--- src/rtl/gondola_tx_buffer.sv ---
// gondola_tx_buffer: word FIFO feeding a parallel-to-serial shifter.
// Words are queued through wr_valid/wr_ready and sent one bit per cycle
// while tx_en is high. bits_used tracks every bit not yet sent, counting
// both the FIFO contents and the bits still waiting in the shift register.
module gondola_tx_buffer #(
   parameter  int DATA_W    = 8,
   parameter  int DEPTH     = 128,
   parameter  int LSB_FIRST = 1,
   localparam int BW        = $clog2(DEPTH*DATA_W + DATA_W + 1)
) (
   input  logic              clk,
   input  logic              rst,
   input  logic              wr_valid,
   input  logic [DATA_W-1:0] wr_data,
   output logic              wr_ready,
   input  logic              tx_en,
   output logic              tx_bit,
   output logic              tx_bit_valid,
   output logic [BW-1:0]     bits_used,
   output logic              empty,
   output logic              overflow,
   input  logic              clr_ovf
);

   localparam int AW = (DEPTH > 1) ? $clog2(DEPTH) : 1;
   localparam int IW = $clog2(DATA_W);
   localparam int CW = $clog2(DEPTH + 1);

   typedef enum logic [1:0] {IDLE, LOAD, SHIFT, PAUSE} state_t;

   logic [DATA_W-1:0] mem [DEPTH];
   logic [AW-1:0]     wr_ptr;
   logic [AW-1:0]     rd_ptr;
   logic [CW-1:0]     count;
   state_t            state;
   logic [DATA_W-1:0] shreg;
   logic [IW-1:0]     idx;
   logic [IW-1:0]     sel;

   logic wr_fire;
   logic consume;
   logic last_bit;
   logic have_word;
   logic pop;

   assign wr_ready  = (count < CW'(DEPTH));
   assign wr_fire   = wr_valid && wr_ready;
   assign have_word = (count != '0);
   assign last_bit  = (idx == IW'(DATA_W - 1));
   // A bit is only consumed while shifting with the enable high; a SHIFT
   // cycle with tx_en low just moves to PAUSE, so it is not flagged valid.
   assign consume   = (state == SHIFT) && tx_en;
   // The FIFO head leaves either in LOAD or back-to-back on the last bit.
   assign pop       = (state == LOAD) || (consume && last_bit && have_word);

   assign sel          = (LSB_FIRST != 0) ? idx : (IW'(DATA_W - 1) - idx);
   assign tx_bit       = shreg[sel];
   assign tx_bit_valid = consume;
   assign empty        = (bits_used == '0);

   // Storage array: write port only, no reset so it maps onto block RAM.
   always_ff @(posedge clk) begin
      if (wr_fire) begin
         mem[wr_ptr] <= wr_data;
      end
   end

   // FIFO pointers and word count; push and pop may share an edge.
   always_ff @(posedge clk or posedge rst) begin
      if (rst) begin
         wr_ptr <= '0;
         rd_ptr <= '0;
         count  <= '0;
      end else begin
         if (wr_fire) begin
            wr_ptr <= wr_ptr + AW'(1);
         end
         if (pop) begin
            rd_ptr <= rd_ptr + AW'(1);
         end
         case ({wr_fire, pop})
            2'b10:   count <= count + CW'(1);
            2'b01:   count <= count - CW'(1);
            default: count <= count;
         endcase
      end
   end

   // Unsent-bit counter: +DATA_W per accepted word, -1 per consumed bit.
   always_ff @(posedge clk or posedge rst) begin
      if (rst) begin
         bits_used <= '0;
      end else begin
         case ({wr_fire, consume})
            2'b10:   bits_used <= bits_used + BW'(DATA_W);
            2'b01:   bits_used <= bits_used - BW'(1);
            2'b11:   bits_used <= bits_used + BW'(DATA_W - 1);
            default: bits_used <= bits_used;
         endcase
      end
   end

   // Sticky overflow on a dropped write; a new drop beats a clear.
   always_ff @(posedge clk or posedge rst) begin
      if (rst) begin
         overflow <= 1'b0;
      end else if (wr_valid && !wr_ready) begin
         overflow <= 1'b1;
      end else if (clr_ovf) begin
         overflow <= 1'b0;
      end
   end

   // Serialiser control: loads words from the FIFO head and walks the bit index.
   always_ff @(posedge clk or posedge rst) begin
      if (rst) begin
         state <= IDLE;
         shreg <= '0;
         idx   <= '0;
      end else begin
         case (state)
            IDLE: begin
               if (tx_en && have_word) begin
                  state <= LOAD;
               end
            end
            LOAD: begin
               shreg <= mem[rd_ptr];
               idx   <= '0;
               state <= SHIFT;
            end
            SHIFT: begin
               if (!tx_en) begin
                  state <= PAUSE;
               end else if (last_bit) begin
                  idx <= '0;
                  if (have_word) begin
                     shreg <= mem[rd_ptr];
                  end else begin
                     state <= IDLE;
                  end
               end else begin
                  idx <= idx + IW'(1);
               end
            end
            PAUSE: begin
               if (tx_en) begin
                  state <= SHIFT;
               end
            end
            default: state <= IDLE;
         endcase
      end
   end

endmodule

--- config.mk ---
export PLATFORM = sky130hd
export DESIGN_NAME = gondola_tx_buffer
export DESIGN_NICKNAME = d
export VERILOG_FILES = /design/src/rtl/gondola_tx_buffer.sv
export SDC_FILE = /design/constraint.sdc
export NUM_CORES = 1
export LEC_CHECK = 0
export ABC_CLOCK_PERIOD_IN_PS = 4600
export CAP_MARGIN = 10
export CORE_MARGIN = 1
export CORE_UTILIZATION = 55
export DETAILED_ROUTE_END_ITERATION = 8
export PLACE_DENSITY = 0.71
export SKIP_CTS_REPAIR_TIMING = 1
export SYNTH_ARGS = -nofsm -noshare
export SYNTH_HDL_FRONTEND = slang
export SYNTH_SLANG_ARGS = --single-unit
--- constraint.sdc ---
create_clock -name clk -period 4.6 [get_ports clk]
set_clock_uncertainty 0.15 [all_clocks]
set_input_delay 0.92 -clock clk [delete_from_list [all_inputs] [get_ports clk]]
set_output_delay 0.92 -clock clk [all_outputs]
set_load 0.01 [all_outputs]
==> flow_summary.yaml <==
sta:
  hold_viol: 0
  setup_viol: 0
  tns_ps: 0
  rsz0062_at_grt: "false"
  setup_slack_ps: 797.7
  min_period_ps: 3802
  fin_crit_sh: 0.8266
  slew-limit-headroom: 0.2734
  worst_pin_slew_ps: 1088
  fmax_mhz: 263.0
  slew_viol_final: 0
synth:
  yosysSeqAreaShare: 0.7444
  synth_seq_cells: 1071
  avgSynthCellArea_um2: 19.51
  syn_nets: 2232
  ys_types: 79
  ys_async_sr_fraction: 0.04388
  syn-cell-area_um2: 42890
  synth_edf_count: 1024
  synthTopCellsByArea: "edfxtp_1 72%, mux4_2 10%, dfrtp_1 2.7%"
  synth_common_cells: "1,024 x edfxtp_1, 192 x mux4_2, 165 x nor2_1, 91 x nand2_1, 87 x mux2i_1"
  postSynthCellCount: 2198
  synth_top_area_cell: "edfxtp_1"
  yosys.area.top_type_share: 0.7170
  synth_top_flop_cell: "edfxtp_1"
  synth_most_common_cell: "edfxtp_1"
  yosysWarnings: 0
cells_and_area:
  layout.nets: 2333
  num_antenna_cells: 0
  area.growth.synth_to_final_pct: 11.51
  fin_area_um2: 47830
  fin_util: 0.6184
  drive_gt1_frac: 0.1983
critical_path:
  cp.arrival_ps: 2730
  cp_max_fo: 8
  crit_required_ps: 3530
  cp_slowest_cell: "clkdlybuf4s50_1"
  cp-end-kind: "output pin"
  path_class: "in2out"
  max_stage_delay_ps: 550
  rrSetupSlack_ps: 940
  critPathLaunchType: "input pin"
  path_cells: "clkdlybuf4s50_1 -> nor2b_1 -> nand2_1 -> clkinv_1 -> buf_4 -> clkdlybuf4s50_1"
  cp_common_cell: "clkdlybuf4s50_1"
routing:
  drc: 0
  vias: 21890
  viasPerCell: 6.392
  dr.pass1.iters: 5
  routed_wl_um: 98640
  drtAntennaViolNets: 0
  first_iter_violations: 2378
  wl_per_cell_um: 28.80
placement:
  place_ws_ps: 413.4
  io_buffers: 28
  dp_hpwl_um: 60380
  place_area_um2: 44410
  gp_congestion: 0.9087
clock_network:
  clock-root-buffer: "clkbuf_16"
  cts.clk_slew.worst_paths_ps: 60
  clock_latency_ps: 660
  htree_levels: 3
  cts_made_buffers: 104
  tritoncts: "yes"
  clock_sinks: 1071
  cts_max_path_buffers: 3
floorplan:
  die_w_um: 281.2
  dieHeight_um: 281.2
  io_pins: 29
  fp.dieArea_um2: 79100
  rows: 102
  start_util: 0.5546
  coreArea_um2: 77340
global_route:
  grt-ovfl-total: 0
  gr-usage-all-layers: 0.2544
  grt_max_degree: 83
  first_global_vias: 22210
  grt_pass1_wl_um: 145400
  antenna_found_initial: 0
power:
  power_leakage_nw: 15.41
  pwr_density_cell_nw_per_um2: 546.9
  p_switching_mw: 7.334
  pwr-share-comb: 0.233
  intPower_mw: 18.82
  swShare: 0.2804
  p_clk_frac: 0.325
  worst_ir_drop_vdd_mv: 0.3017
  power_frac_seq: 0.441
run:
  maxCapViolCount: 0
worst_hold_path:
  hold_path_class: "reg2reg"
run_status:
  status: "finished clean"
[layout by cell type (no fill, tap or decap), types with 20 or more instances in the layout]
cell type and instances:
nand3_1 22, edfxtp_1 1024, ha_1 20, a21oi_1 32
dfrtp_1 44, nand2_1 91, clkbuf_16 106, mux4_1 29
clkdlybuf4s50_1 20, mux4_2 192, o22ai_1 30, nor2b_1 23
mux2_2 27, nor2_1 165, clkbuf_1 25, mux2i_1 87
a22oi_1 25, o21ai_0 24, buf_4 82
[state kept, by name, summed over array words and instances (netlist names)]
register,flops
bits_used,11
count,8
idx,3
mem,1024
overflow,1
rd_ptr,7
shreg,8
state,2
wr_ptr,7
[metrics by stage]
step	hold WS [ps]	std cells	power, mW
6_report	375.2	3425	26.16
5_1_grt	389.2	3425	27.00
4_1_cts	375.0	3425	26.23
3_5_place_dp	361.8	3233	17.81
3_3_place_gp	343.3	3233	17.72
2_1_floorplan	321.2	2198	15.88
[area by class of cell]
class	instances	area [um2]
clock inverters	57	611.8
well taps	1040	1301
inverters	22	82.58
fillers	5300	29510
flip-flops and latches	1071	31940
repair buffers	111	996.0
multi-input cells	989	10100
clock buffers	135	2801
[path summary, 6_finish.rpt]
check,start,end,cells past startpoint
worst max-delay path,tx_en,tx_bit_valid,6
worst min-delay path,overflow,overflow,2
worst max register to register,idx[0],count[7],13
worst min register to register,overflow,overflow,2
max in group asynchronous,rst,rd_ptr[1],2
min in group asynchronous,rst,overflow,2
[layer usage]
layer	vias to the layer above	wire, um	global-route usage	share of wire
li1	9223	-	-	-
met1	11420	39690	0.3599	0.40
met2	1077	46520	0.3934	0.47
met3	173	9178	0.05553	0.093
met4	0	3255	0.09114	0.033
met5	-	0	0	0
[power groups by stage]
stage | registers, mW | clock network (mW) | logic, mW
after floorplan | 11.4 | 0 | 4.53
after global placement | 11.7 | 0 | 6.00
after detailed placement | 11.7 | 0 | 6.07
after CTS | 11.5 | 8.59 | 6.11
after global routing | 11.6 | 8.97 | 6.46
final | 11.5 | 8.51 | 6.11
[kinds of logic after synthesis]
logic type,Yosys count,share of synthesized area
flops,1071,0.7444
simple gates,379,0.04008
mux,335,0.1460
compound gates,227,0.03749
buf+inv,138,0.02025
xor+xnor,27,0.005514
fa+ha+maj,21,0.006301
[worst max-delay path, delay by kind of cell]
family	cells	cell delay, ps
buffers and inverters	4	1330
AND/OR/NAND/NOR	2	480
Power figures use the tool's default switching activity.
